`src/rtl/neuron_bin_feeder.sv`:
```
// neuron_bin_feeder: transmit-side driver for one binary neuron.
// On an accepted start it reads `length` activation/weight byte pairs from two
// synchronous-read RAMs, streams them to the neuron as contiguous beats, holds
// the neuron's length/threshold configuration for the whole job, then waits
// for the neuron's 1-bit result (or a timeout) and reports done/err.
//
// Ports:
//   sys_clk, sys_rst_n            clock, asynchronous active-low reset
//   start, length, act_base,      job request and its configuration, sampled
//   wgt_base, threshold_cfg       only when start is accepted in idle
//   act_rd_*, wgt_rd_*            RAM read ports (data valid 1 cycle after en)
//   activ_out, weight_out,        beat stream to the neuron
//   beat_valid
//   in_length_out, threshold_out, neuron configuration, valid for the job
//   threshold_valid
//   result_in, result_valid       neuron result (bit 0 is the answer)
//   busy, done, err, result_bit   job status and captured result
module neuron_bin_feeder #(
  parameter int unsigned ADDR_W  = 10,
  parameter int unsigned RD_LAT  = 1,
  parameter int unsigned TIMEOUT = 64
) (
  input  logic               sys_clk,
  input  logic               sys_rst_n,
  input  logic               start,
  input  logic [15:0]        length,
  input  logic [ADDR_W-1:0]  act_base,
  input  logic [ADDR_W-1:0]  wgt_base,
  input  logic signed [31:0] threshold_cfg,
  output logic               act_rd_en,
  output logic [ADDR_W-1:0]  act_rd_addr,
  input  logic [7:0]         act_rd_data,
  output logic               wgt_rd_en,
  output logic [ADDR_W-1:0]  wgt_rd_addr,
  input  logic [7:0]         wgt_rd_data,
  output logic [7:0]         activ_out,
  output logic [7:0]         weight_out,
  output logic               beat_valid,
  output logic [15:0]        in_length_out,
  output logic signed [31:0] threshold_out,
  output logic               threshold_valid,
  input  logic [7:0]         result_in,
  input  logic               result_valid,
  output logic               busy,
  output logic               done,
  output logic               err,
  output logic               result_bit
);

  localparam int unsigned TmoW = $clog2(TIMEOUT + 1);

  // The beat pipeline below is built for a one-cycle RAM read latency only.
  if (RD_LAT != 1) begin : g_rd_lat_check
    $error("neuron_bin_feeder supports RD_LAT == 1 only");
  end

  typedef enum logic [2:0] {StIdle, StFetch, StDrain, StWaitRes, StFinish} state_e;

  state_e             state_q, state_d;
  logic [15:0]        len_q, len_d;
  logic signed [31:0] thr_q, thr_d;
  logic               job_q, job_d;
  logic [ADDR_W-1:0]  act_addr_q, act_addr_d;
  logic [ADDR_W-1:0]  wgt_addr_q, wgt_addr_d;
  logic [15:0]        rd_cnt_q, rd_cnt_d;
  logic [TmoW-1:0]    tmo_q, tmo_d;
  logic               err_q, err_d;
  logic               res_q, res_d;

  logic               fetch;
  logic               rd_v1_q;   // RAM data valid this cycle
  logic               beat_v_q;
  logic [7:0]         act_q, wgt_q;
  logic               unused_result;

  assign fetch         = (state_q == StFetch);
  assign unused_result = ^result_in[7:1];

  always_comb begin
    state_d    = state_q;
    len_d      = len_q;
    thr_d      = thr_q;
    job_d      = job_q;
    act_addr_d = act_addr_q;
    wgt_addr_d = wgt_addr_q;
    rd_cnt_d   = rd_cnt_q;
    tmo_d      = tmo_q;
    err_d      = err_q;
    res_d      = res_q;
    case (state_q)
      StIdle: begin
        if (start) begin
          res_d = 1'b0;
          if (length != 16'd0) begin
            len_d      = length;
            thr_d      = threshold_cfg;
            job_d      = 1'b1;
            act_addr_d = act_base;
            wgt_addr_d = wgt_base;
            rd_cnt_d   = 16'd0;
            err_d      = 1'b0;
            state_d    = StFetch;
          end else begin
            err_d   = 1'b1;
            state_d = StFinish;
          end
        end
      end
      StFetch: begin
        act_addr_d = act_addr_q + 1'b1;
        wgt_addr_d = wgt_addr_q + 1'b1;
        rd_cnt_d   = rd_cnt_q + 16'd1;
        if (rd_cnt_q == len_q - 16'd1) begin
          state_d = StDrain;
        end
      end
      StDrain: begin
        // Once no RAM data is in flight, the last beat is on the output now.
        if (!rd_v1_q) begin
          tmo_d   = '0;
          state_d = StWaitRes;
        end
      end
      StWaitRes: begin
        if (result_valid) begin
          res_d   = result_in[0];
          err_d   = 1'b0;
          state_d = StFinish;
        end else if (tmo_q == TmoW'(TIMEOUT - 1)) begin
          err_d   = 1'b1;
          state_d = StFinish;
        end else begin
          tmo_d = tmo_q + 1'b1;
        end
      end
      StFinish: begin
        job_d   = 1'b0;
        err_d   = 1'b0;
        state_d = StIdle;
      end
      default: state_d = StIdle;
    endcase
  end

  always_ff @(posedge sys_clk or negedge sys_rst_n) begin
    if (!sys_rst_n) begin
      state_q    <= StIdle;
      len_q      <= '0;
      thr_q      <= '0;
      job_q      <= 1'b0;
      act_addr_q <= '0;
      wgt_addr_q <= '0;
      rd_cnt_q   <= '0;
      tmo_q      <= '0;
      err_q      <= 1'b0;
      res_q      <= 1'b0;
      rd_v1_q    <= 1'b0;
      beat_v_q   <= 1'b0;
      act_q      <= '0;
      wgt_q      <= '0;
    end else begin
      state_q    <= state_d;
      len_q      <= len_d;
      thr_q      <= thr_d;
      job_q      <= job_d;
      act_addr_q <= act_addr_d;
      wgt_addr_q <= wgt_addr_d;
      rd_cnt_q   <= rd_cnt_d;
      tmo_q      <= tmo_d;
      err_q      <= err_d;
      res_q      <= res_d;
      rd_v1_q    <= fetch;
      beat_v_q   <= rd_v1_q;
      act_q      <= rd_v1_q ? act_rd_data : 8'd0;
      wgt_q      <= rd_v1_q ? wgt_rd_data : 8'd0;
    end
  end

  assign act_rd_en       = fetch;
  assign wgt_rd_en       = fetch;
  assign act_rd_addr     = fetch ? act_addr_q : '0;
  assign wgt_rd_addr     = fetch ? wgt_addr_q : '0;
  assign activ_out       = act_q;
  assign weight_out      = wgt_q;
  assign beat_valid      = beat_v_q;
  assign in_length_out   = job_q ? len_q : 16'd0;
  assign threshold_out   = job_q ? thr_q : 32'sd0;
  assign threshold_valid = job_q;
  assign busy            = (state_q == StFetch) || (state_q == StDrain) ||
                           (state_q == StWaitRes);
  assign done            = (state_q == StFinish);
  assign err             = done && err_q;
  assign result_bit      = res_q;

endmodule

```
`config.mk`:
```
export PLATFORM = sky130hd
export DESIGN_NAME = neuron_bin_feeder
export DESIGN_NICKNAME = d
export VERILOG_FILES = /design/src/rtl/neuron_bin_feeder.sv
export SDC_FILE = /design/constraint.sdc
export NUM_CORES = 1
export LEC_CHECK = 0
export BUFFER_PORTS_ARGS = -buffer_cell sky130_fd_sc_hd__buf_2
export CORE_ASPECT_RATIO = 1.1
export CORE_MARGIN = 4
export CORE_UTILIZATION = 50
export CTS_BUF_LIST = sky130_fd_sc_hd__clkbuf_4
export DETAILED_ROUTE_END_ITERATION = 6
export PLACE_DENSITY = 0.81
export RECOVER_POWER = 100
export SLEW_MARGIN = 20
export SYNTH_ARGS = -nofsm -noshare
export SYNTH_HDL_FRONTEND = slang
export SYNTH_SLANG_ARGS = --single-unit
```
`constraint.sdc`:
```
create_clock -name sys_clk -period 2.9 [get_ports sys_clk]
set_clock_uncertainty 0.1 [all_clocks]
set_input_delay 0.29 -clock sys_clk [delete_from_list [all_inputs] [get_ports sys_clk]]
set_output_delay 0.29 -clock sys_clk [all_outputs]
set_load 0.02 [all_outputs]
```
Word-level counts from Yosys, hierarchy flattened --
Cells that the tools add are included. W data, S select, Z words.
Cells by class: add/subtract/negate cells 5, equal/unequal tests 14, muxes and demuxes 37, reductions and logical operators 17
Operators with widths (number):
- $mux W10 | 6
- $mux W16 | 3
- $pmux W10 S2 | 2
- $mux W32 | 1
- $pmux W16 S2 | 1
- $mux W7 | 3
- $add A10 B1 Y10 const B | 2
- $mux W3 | 6
- $add A16 B1 Y16 const B | 1
- $eq A16 B16 Y1 | 1
- $mux W8 | 2
- $reduce_bool A16 Y1 | 1
- $sub A16 B1 Y16 const B | 1
- $reduce_and A3 Y1 | 5
- $pmux W7 S2 | 1
- $ne A2 B2 Y1 const B | 6
- $pmux W3 S4 | 1
- $mux W1 | 8
- $reduce_and A4 Y1 | 2
- $reduce_bool A2 Y1 | 4
- $add A7 B1 Y7 const B | 1
- $eq A7 B6 Y1 const B | 1
- $eq A3 B2 Y1 const B | 2
- $pmux W1 S2 | 2
- 9 further kinds | 10
Storage, ports and cells: register bits after elaboration 115, input bits 96, output and inout port bits 92, word-level logic and storage cells 87

Logic depth before layout (Yosys ltp) --
Gate-level depths: netlist (run 1).
depth in word-level cells 4, depth in mapped cells 10, gate-level depth less buffers 9

Worst setup path after synthesis (run 1) --
OpenSTA, ideal clock, no wires.
path kind reg2out, from reg state_q[1], to out wgt_rd_addr[1], arrival 2.186 ns, data required time 2.510 ns, path slack 0.324 ns, cell stages (with the launch flop) 8, path buffers 4, cell sequence dfrtp_1 or3_1 clkbuf_1 inv_1 clkbuf_1 clkbuf_1 clkbuf_1 and2_1
On the way: longest elaborated chain between the ends 2
Ends and longest elaborated chain:
- from (decl) | line 59 | state_e state_q, state_d;
- from (signal assigned) | line 147 | state_q <= StIdle;
- from (signal assigned) | line 162 | state_q <= state_d;
- $eq A3 B1 Y1 | line 76 | assign fetch = (state_q == StFetch);
- named net act_rd_en | line 30 | output logic act_rd_en,
- $mux W10 | line 182 | assign wgt_rd_addr = fetch ? wgt_addr_q : '0;
- to (decl) | line 34 | output logic [ADDR_W-1:0] wgt_rd_addr,
The timed path passes the listed nets, and every way through them passes these cells.

Worst setup path in the final report (run 1) --
from reg state_q[1], to out act_rd_addr[5]
On the way: longest elaborated chain between the ends 2
Ends and longest elaborated chain:
- $eq A3 B1 Y1 | line 76
- $mux W10 | line 181 | assign act_rd_addr = fetch ? act_addr_q : '0;
- to (decl) | line 31 | output logic [ADDR_W-1:0] act_rd_addr,
Every way passes these cells.

==> metrics.yaml, run 1 <==
numCtsBuffers: 17
synth.top_cell.area_share_pct: 48.8
cts_sinks: 115
rows: 41
gp_congestion: 0.887
worstSetupPathType: "reg -> out"
hold_path.class: "in -> reg"
die_w_um: 112
yosys-top-cells-area: "dfrtp_1 49%, nand2_1 11%, and2_1 8.7%"
grt_antenna_before_repair: 0
dr.pass1.iters: 5
ir_drop_mv: 0.549
place_area_um2: 7000
wl_per_cell_um: 16.3
synth_fp_nets: 776
r2r_setup_slack_ps: 200
io_buffer_count: 180
area_growth_syn_to_layout_pct: 37.1
maxCapViolCount: 0
outcome: "completed"
most-common-layout-cells: "174 x nand2_1, 122 x buf_2, 114 x dfrtp_1, 87 x dlygate4sd3_1, 54 x clkbuf_1"
synth_seq_area_share_pct: 48.8
synth_top_family_by_area: "simple AND/OR/NAND/NOR gates"
drt-initial-drc-count: 401
rr_endpoint: "state_q[0]$_DFFE_PN0P_"
cp-start-kind: "flip-flop"
drc_errors: 0
sw_frac_of_total_pct: 44.0
synthArstFlopShare_pct: 100
core_area_um2: 11500
viasPerCell: 5.35
synth.distinct_cells: 61
synth-seq-cells: 115
finalCriticalPeriod_ps: 2730
boundaryPins: 188
cp_max_fo: 41
r2r_cells: 8
yosys.area_share.simple_pct: 33.0
powerDensity_nw_per_um2: 954
clock-root-buffer: "clkbuf_4"
final_cell_area_um2: 8090
finalHoldViolations: 0
clk_latency_ps: 550
cts_buffer_depth: 2
endpoint_kind: "primary output"
synth_cells: 675
nets: 1041
cp.required_ps: 2510
path_clk_slew_ps: 100
tritoncts: "built"
stdcell_count: 1102
leakagePower_nw: 3.80
nFillCells: 896
power_frac_seq_pct: 35.6
crit-reg2reg-launch: "len_q[0]$_DFFE_PN0P_"
setup_viol: 0
grt_pass1_vias: 6136
grt_setup_unrepaired: "false"
muxShareOfSynthArea_pct: 0.170
dp_cells: 984
critical_path_arrival_ps: 2340
synth_area_um2: 5900
drive_gt1_share_pct: 19.0
hp-start: "result_valid"
routed_wl_um: 17900
via_count: 5896
initial_core_util_pct: 51.3
max_freq_mhz: 366
p_comb_share_pct: 46.4
synthAdderAreaFrac_pct: 1.06
synth_edf_count: 0
whs_path_depth: 4
die_height_um: 122
worst_pin_slew_ps: 1200
grt_pass1_wl_um: 29500
setup_tns_ps: 0
ys.flop_type: "dfrtp_1"
slew_headroom_pct: 20.2
internal_power_mw: 4.32
drtAntennaViolNets: 0
synth-compound-area-share_pct: 9.06
period_share_pct: 94.2
synth_xor_area_share_pct: 4.75
synth_area_per_cell_um2: 8.74
maxSlewViolCount: 0
yosysWarningCount: 0
postCtsSetupBuffers: 0
htree_levels: 4
grt-ovfl-total: 0
postLayoutCoreUtil_pct: 70.4
dp_hpwl_um: 11400
grt.total_usage_pct: 27.1
holdPathEnd: "err_q$_DFFE_PN0P_"
grt_max_degree: 49
synth_top_area_cell: "dfrtp_1"
die_area_um2: 13600
clockPowerShare_pct: 18.0
layout_commonest_cell: "nand2_1"
power.switching_mw: 3.40
==> area by class of cell <==
type,count,area [um^2],share of cell area (%)
tap,150,188,2.32
clock buffer,19,143,1.76
clock inverter,11,186,2.31
multi-input combinational,511,2830,35.0
sequential,115,2880,35.6
timing repair buffer,280,1800,22.3
inverter,15,56.3,0.696
antenna,1,2.50,0.0309
==> registers in the layout, summed over array words and instances, names as in the netlist, 3 cells and up <==
| signal | flops |
|---|---|
| len_q | 16 |
| wgt_addr_q | 10 |
| weight_out | 8 |
| rd_cnt_q | 16 |
| state_q | 3 |
| tmo_q | 7 |
| thr_q | 32 |
| act_addr_q | 10 |
| activ_out | 8 |
==> kinds of logic (layout without fill, tap and decap cells) <==
family	Yosys count	after routing
simple gates	396	396
flops	115	115
compound gates	77	77
buf+inv	49	325
xor+xnor	32	32
fa+ha+maj	5	5
mux	1	1
other cells	0	1
==> synthesized netlist by cell type (7+ instances only) <==
| library cell | instances |
|---|---|
| dfrtp_1 | 115 |
| and2_1 | 82 |
| a21oi_1 | 13 |
| a221o_1 | 7 |
| nand2_1 | 174 |
| nor4_1 | 14 |
| xnor2_1 | 23 |
| nor3_1 | 10 |
| inv_1 | 15 |
| nand3_1 | 20 |
| o21ai_0 | 21 |
| nor2_1 | 51 |
| nand4_1 | 9 |
| xor2_1 | 9 |
| clkbuf_1 | 30 |
==> critical path, cell delays in order (launching register included) <==
cell and delay [ps]:
dfrtp_1 390, buf_4 170, or3_1 420, inv_1 110
buf_6 270, and2_1 180, clkbuf_1 230
==> metrics by stage <==
stage,hold WS [ps],power (mW),worst slack [ps]
floorplan,-106,5.10,324
global placement,231,6.19,378
detailed placement,231,6.28,300
CTS,29.0,7.77,27.4
global route,65.1,8.25,32.2
finish,76.5,7.72,169
==> layer usage <==
metal / track usage [%] / vias to the layer above / share of wire [%]
li1: - / 2804 / -
met1: 32.6 / 2782 / 39
met2: 46.3 / 246 / 50
met3: 7.25 / 64 / 7.0
met4: 11.5 / 0 / 3.6
met5: 0 / - / 0
==> power groups by stage <==
stage	registers, mW	logic, mW	clock network, mW
2_1_floorplan	2.59	2.51	0
3_3_place_gp	2.71	3.48	0
3_5_place_dp	2.74	3.54	0
4_1_cts	2.71	3.65	1.40
5_1_grt	2.82	3.94	1.49
6_report	2.74	3.58	1.39
==> worst max path at each step <==
stage / slack, ps / start / end / depth (start not counted)
global placement: 380 / len_q[7]$_DFFE_PN0P_ / state_q[0]$_DFFE_PN0P_ / 6
floorplan: 320 / state_q[1]$_DFFE_PN0P_ / wgt_rd_addr[1] / 7
detailed placement: 300 / len_q[7]$_DFFE_PN0P_ / state_q[0]$_DFFE_PN0P_ / 6
finish: 170 / state_q[1]$_DFFE_PN0P_ / act_rd_addr[5] / 6
global route: 30 / state_q[0]$_DFFE_PN0P_ / wgt_rd_addr[3] / 6
CTS: 30 / state_q[0]$_DFFE_PN0P_ / act_rd_addr[0] / 6
==> repair_timing <==
item | 4_1_cts | 5_1_grt
setup endpoints to repair | 0 | 21
hold buffers | 87 | 0
gates resized for setup | 0 | 3
hold endpoints to repair | 127 | 0
No activity file was read; power rests on OpenSTA's default activity.
==> run 2, diff against run 1 <==
MAX_ROUTING_LAYER = met4   (was unset)
==> metrics.yaml, run 2 (synthesized netlist as in run 1, its figures left out) <==
outcome: "completed"
worst_pin_slew_ps: 1180
hold_path.class: "in -> reg"
finalHoldViolations: 0
maxSlewViolCount: 0
most-common-layout-cells: "174 x nand2_1, 122 x buf_2, 114 x dfrtp_1, 87 x dlygate4sd3_1, 54 x clkbuf_1"
max_freq_mhz: 367
path_clk_slew_ps: 100
endpoint_kind: "primary output"
area_growth_syn_to_layout_pct: 37.1
layout_commonest_cell: "nand2_1"
cts_buffer_depth: 2
die_w_um: 112
boundaryPins: 188
via_count: 5909
rows: 41
drtAntennaViolNets: 0
drc_errors: 0
tritoncts: "built"
htree_levels: 4
grt-ovfl-total: 0
stdcell_count: 1102
grt_antenna_before_repair: 0
routed_wl_um: 17900
holdWs_ps: 77.3
grt_pass1_wl_um: 29400
initial_core_util_pct: 51.3
cts_sinks: 115
powerDensity_nw_per_um2: 954
slew_headroom_pct: 21.1
io_buffer_count: 180
largest_reg_flops: 32
period_share_pct: 93.9
postCtsSetupBuffers: 0
numCtsBuffers: 17
maxCapViolCount: 0
wl_per_cell_um: 16.3
dp_hpwl_um: 11400
finalPower_mw: 7.72
setup_tns_ps: 0
top_register: "thr_q"
grt_max_degree: 49
gp_congestion: 0.902
viasPerCell: 5.36
drive_gt1_share_pct: 19.0
leakagePower_nw: 3.80
finalCriticalPeriod_ps: 2720
grt.total_usage_pct: 27.9
grt_pass1_vias: 6135
worstSetupPathType: "reg -> out"
nFillCells: 896
core_area_um2: 11500
die_height_um: 122
dr.pass1.iters: 6
top_regs: "thr_q x32, len_q x16, rd_cnt_q x16"
clk_latency_ps: 550
grt_setup_unrepaired: "false"
dp_cells: 984
critical_path_arrival_ps: 2330
die_area_um2: 13600
ir_drop_mv: 0.550
nets: 1041
setup_viol: 0
cp_max_fo: 41
cp.required_ps: 2510
cp-start-kind: "flip-flop"
clock-root-buffer: "clkbuf_4"
drt-initial-drc-count: 393
run 2: cell type report:
class                      count  area, um^2  share of cell area (%)
antenna                        1        2.50                  0.0309
clock buffer                  19         143                    1.76
clock inverter                11         186                    2.31
inverter                      15        56.3                   0.696
multi-input combinational    511        2830                    35.0
sequential                   115        2880                    35.6
tap                          150         188                    2.32
timing repair buffer         280        1800                    22.3
run 2: report_power, final:
| group | switching [mW] | total (mW) | internal [mW] |
|---|---|---|---|
| Sequential | 0.585 | 2.75 | 2.16 |
| Clock | 0.612 | 1.39 | 0.776 |
| Combinational | 2.20 | 3.58 | 1.38 |
| Total | 3.40 | 7.72 | 4.32 |
run 2: timing repair:
| item | in CTS | in global routing |
|---|---|---|
| setup endpoints to repair | 0 | 21 |
| endpoints found under the hold margin | 127 | 0 |
| hold buffers | 87 | 0 |
| resized for setup | 0 | 3 |
run 2: critical path, stage by stage (launching register included):
cell      delay (ps)
dfrtp_1          390
buf_4            170
or3_1            420
inv_1            110
buf_6            280
and2_1           170
clkbuf_1         250
run 2: metrics by stage:
step	utilization, %	setup slack (ps)	area [um^2]
after floorplan	-	324	5900
after global placement	60.9	378	7000
after detailed placement	60.9	300	7000
after CTS	71.4	27.4	8200
after global routing	70.4	30.7	8090
final	70.4	176	8090
run 2: final timing paths:
kind / startpoint / end / slack, ps / cells after the start
setup / recovery: state_q[1]$_DFFE_PN0P_ / wgt_rd_addr[5] / 180 / 6
hold / removal: result_valid / err_q$_DFFE_PN0P_ / 80 / 4
setup reg to reg: len_q[0]$_DFFE_PN0P_ / state_q[0]$_DFFE_PN0P_ / 190 / 8
hold reg to reg: thr_q[11]$_DFFE_PN0P_ / thr_q[11]$_DFFE_PN0P_ / 380 / 2
max in group asynchronous: sys_rst_n / thr_q[28]$_DFFE_PN0P_ / 590 / 3
min in group asynchronous: sys_rst_n / rd_v1_q$_DFF_PN0_ / 360 / 2
run 2: routing by layer:
layer  GRT usage, %  share of wire [%]
met1           32.8                 40
met2           46.1                 50
met3           6.66                6.5
met4           12.1                3.6
met5              -                  0
==> run 3, diff against run 2 <==
clock period = 3.2 ns   (was 2.9 ns; I/O delays follow)
==> metrics.yaml, run 3 (synthesized netlist as in run 1, its figures left out) <==
outcome: "completed"
io_buffer_count: 180
grt.total_usage_pct: 27.4
postLayoutCoreUtil_pct: 69.7
power.switching_mw: 3.04
dp_hpwl_um: 11100
startpoint: "length[10]"
cts_sinks: 115
path_delay_family: "simple AND/OR/NAND/NOR gates"
nFillCells: 887
dr.pass1.iters: 6
drt-initial-drc-count: 366
htree_levels: 4
wl_per_cell_um: 16.2
maxCapViolCount: 0
most-common-layout-cells: "174 x nand2_1, 124 x buf_2, 115 x dfrtp_1, 87 x dlygate4sd3_1, 58 x clkbuf_1"
critical_path_arrival_ps: 3320
setup_ws_ps: 183
cp-start-kind: "input pin"
slew_headroom_pct: 15.7
grt_antenna_before_repair: 0
layout_commonest_cell: "nand2_1"
core_area_um2: 11500
top_register: "thr_q"
holdWs_ps: 141
boundaryPins: 188
rows: 41
grt_setup_unrepaired: "false"
grt_pass1_vias: 6127
top_regs: "thr_q x32, len_q x16, rd_cnt_q x16"
finalPower_mw: 6.77
die_height_um: 122
drtAntennaViolNets: 0
clk_latency_ps: 500
slowest_delay_ps: 610
clockPowerShare_pct: 15.6
finalCriticalPeriod_ps: 3020
powerDensity_nw_per_um2: 846
internal_power_mw: 3.73
die_w_um: 112
maxSlewViolCount: 0
leakagePower_nw: 3.72
grt-ovfl-total: 0
cp_max_fo: 43
worstSetupPathType: "in -> reg"
area_growth_syn_to_layout_pct: 35.7
cts_buffer_depth: 2
gp_congestion: 0.835
grt_pass1_wl_um: 29300
tritoncts: "built"
crit_buf_inv: 3
drc_errors: 0
period_share_pct: 94.3
drive_gt1_share_pct: 17.8
pre_cts_ws_ps: 531
setup_tns_ps: 0
power_frac_seq_pct: 37.0
p_comb_share_pct: 47.4
cp.required_ps: 3500
die_area_um2: 13600
crit-reg2reg-launch: "len_q[0]$_DFFE_PN0P_"
sw_frac_of_total_pct: 44.9
via_count: 5990
hold_path.class: "in -> reg"
cpMaxStageDelayCell: "clkbuf_4"
clock-root-buffer: "clkbuf_4"
finalHoldViolations: 0
setup_viol: 0
viasPerCell: 5.45
max_freq_mhz: 331
initial_core_util_pct: 51.3
worst_pin_slew_ps: 1260
hp-start: "result_valid"
crit_chain: "dlygate4sd3_1 -> buf_2 -> nor4_1 -> nand4_1 -> nand2_1 -> clkbuf_4 -> nor2_1 -> a211oi_1"
routed_wl_um: 17800
nets: 1038
post_cts_resized: 0
largest_reg_flops: 32
numCtsBuffers: 17
ir_drop_mv: 0.451
grt_max_degree: 69
path_clk_slew_ps: 100
endpoint_kind: "flip-flop"
[run 3: cell count changes in the layout (fill, tap and decap cells not counted), moves of 2 or more]
cell        previous run  this run
buf_2                122       124
clkinvlp_4             0         3
clkinv_1               1         4
clkbuf_2              11         2
and2_0                44        51
bufinv_16              5         3
and2_1                38        31
clkinv_2               3         1
clkbuf_1              54        58
[run 3: worst paths after layout]
kind / end / cells after the start / slack (ps)
worst max-delay path: act_addr_q[6]$_DFFE_PN0P_ / 8 / 180
worst min-delay path: err_q$_DFFE_PN0P_ / 4 / 140
worst max register to register: state_q[0]$_DFFE_PN0P_ / 8 / 460
worst min register to register: thr_q[31]$_DFFE_PN0P_ / 2 / 380
max in group asynchronous: activ_out[2]$_DFF_PN0_ / 3 / 860
min in group asynchronous: act_addr_q[9]$_DFFE_PN0P_ / 2 / 500
[run 3: per-layer routing]
layer	up-vias	track usage (%)	wire length (um)
met5	-	-	0
met4	0	10.3	497
met3	55	7.25	1120
met2	253	45.2	9010
met1	2884	32.6	7150
li1	2798	-	-
[run 3: worst min-delay path, cell delays in order]
cell	delay [ps]
buf_2	120
nand3_1	100
nor2_1	60
nor2_1	100
[run 3: what timing repair did]
item / in CTS / in global routing
hold buffers: 87 / 0
buffers inserted: 0 / 0
hold endpoints to repair: 134 / 0
[run 3: area by class of cell]
class,count,area [um^2],area share [%]
inverters,15,56.3,0.703
repair buffers,277,1780,22.2
clock inverters,12,141,1.77
multi-input cells,511,2830,35.3
flip-flops and latches,115,2880,35.9
diodes,2,5.00,0.0625
clock buffers,18,135,1.69
well taps,150,188,2.34
[run 3: power by group through the flow]
stage / Combinational, mW / Sequential (mW) / Clock (mW)
final: 3.21 / 2.51 / 1.06
after global placement: 3.13 / 2.47 / 0
after global routing: 3.53 / 2.58 / 1.15
after CTS: 3.28 / 2.48 / 1.09
after detailed placement: 3.19 / 2.50 / 0
after floorplan: 2.27 / 2.35 / 0
[run 3: per-stage QoR]
stage,cells,instance area (um^2)
CTS,1098,8130
floorplan,675,5900
detailed placement,981,6980
global route,1098,8000
finish,1100,8010
global placement,981,6980
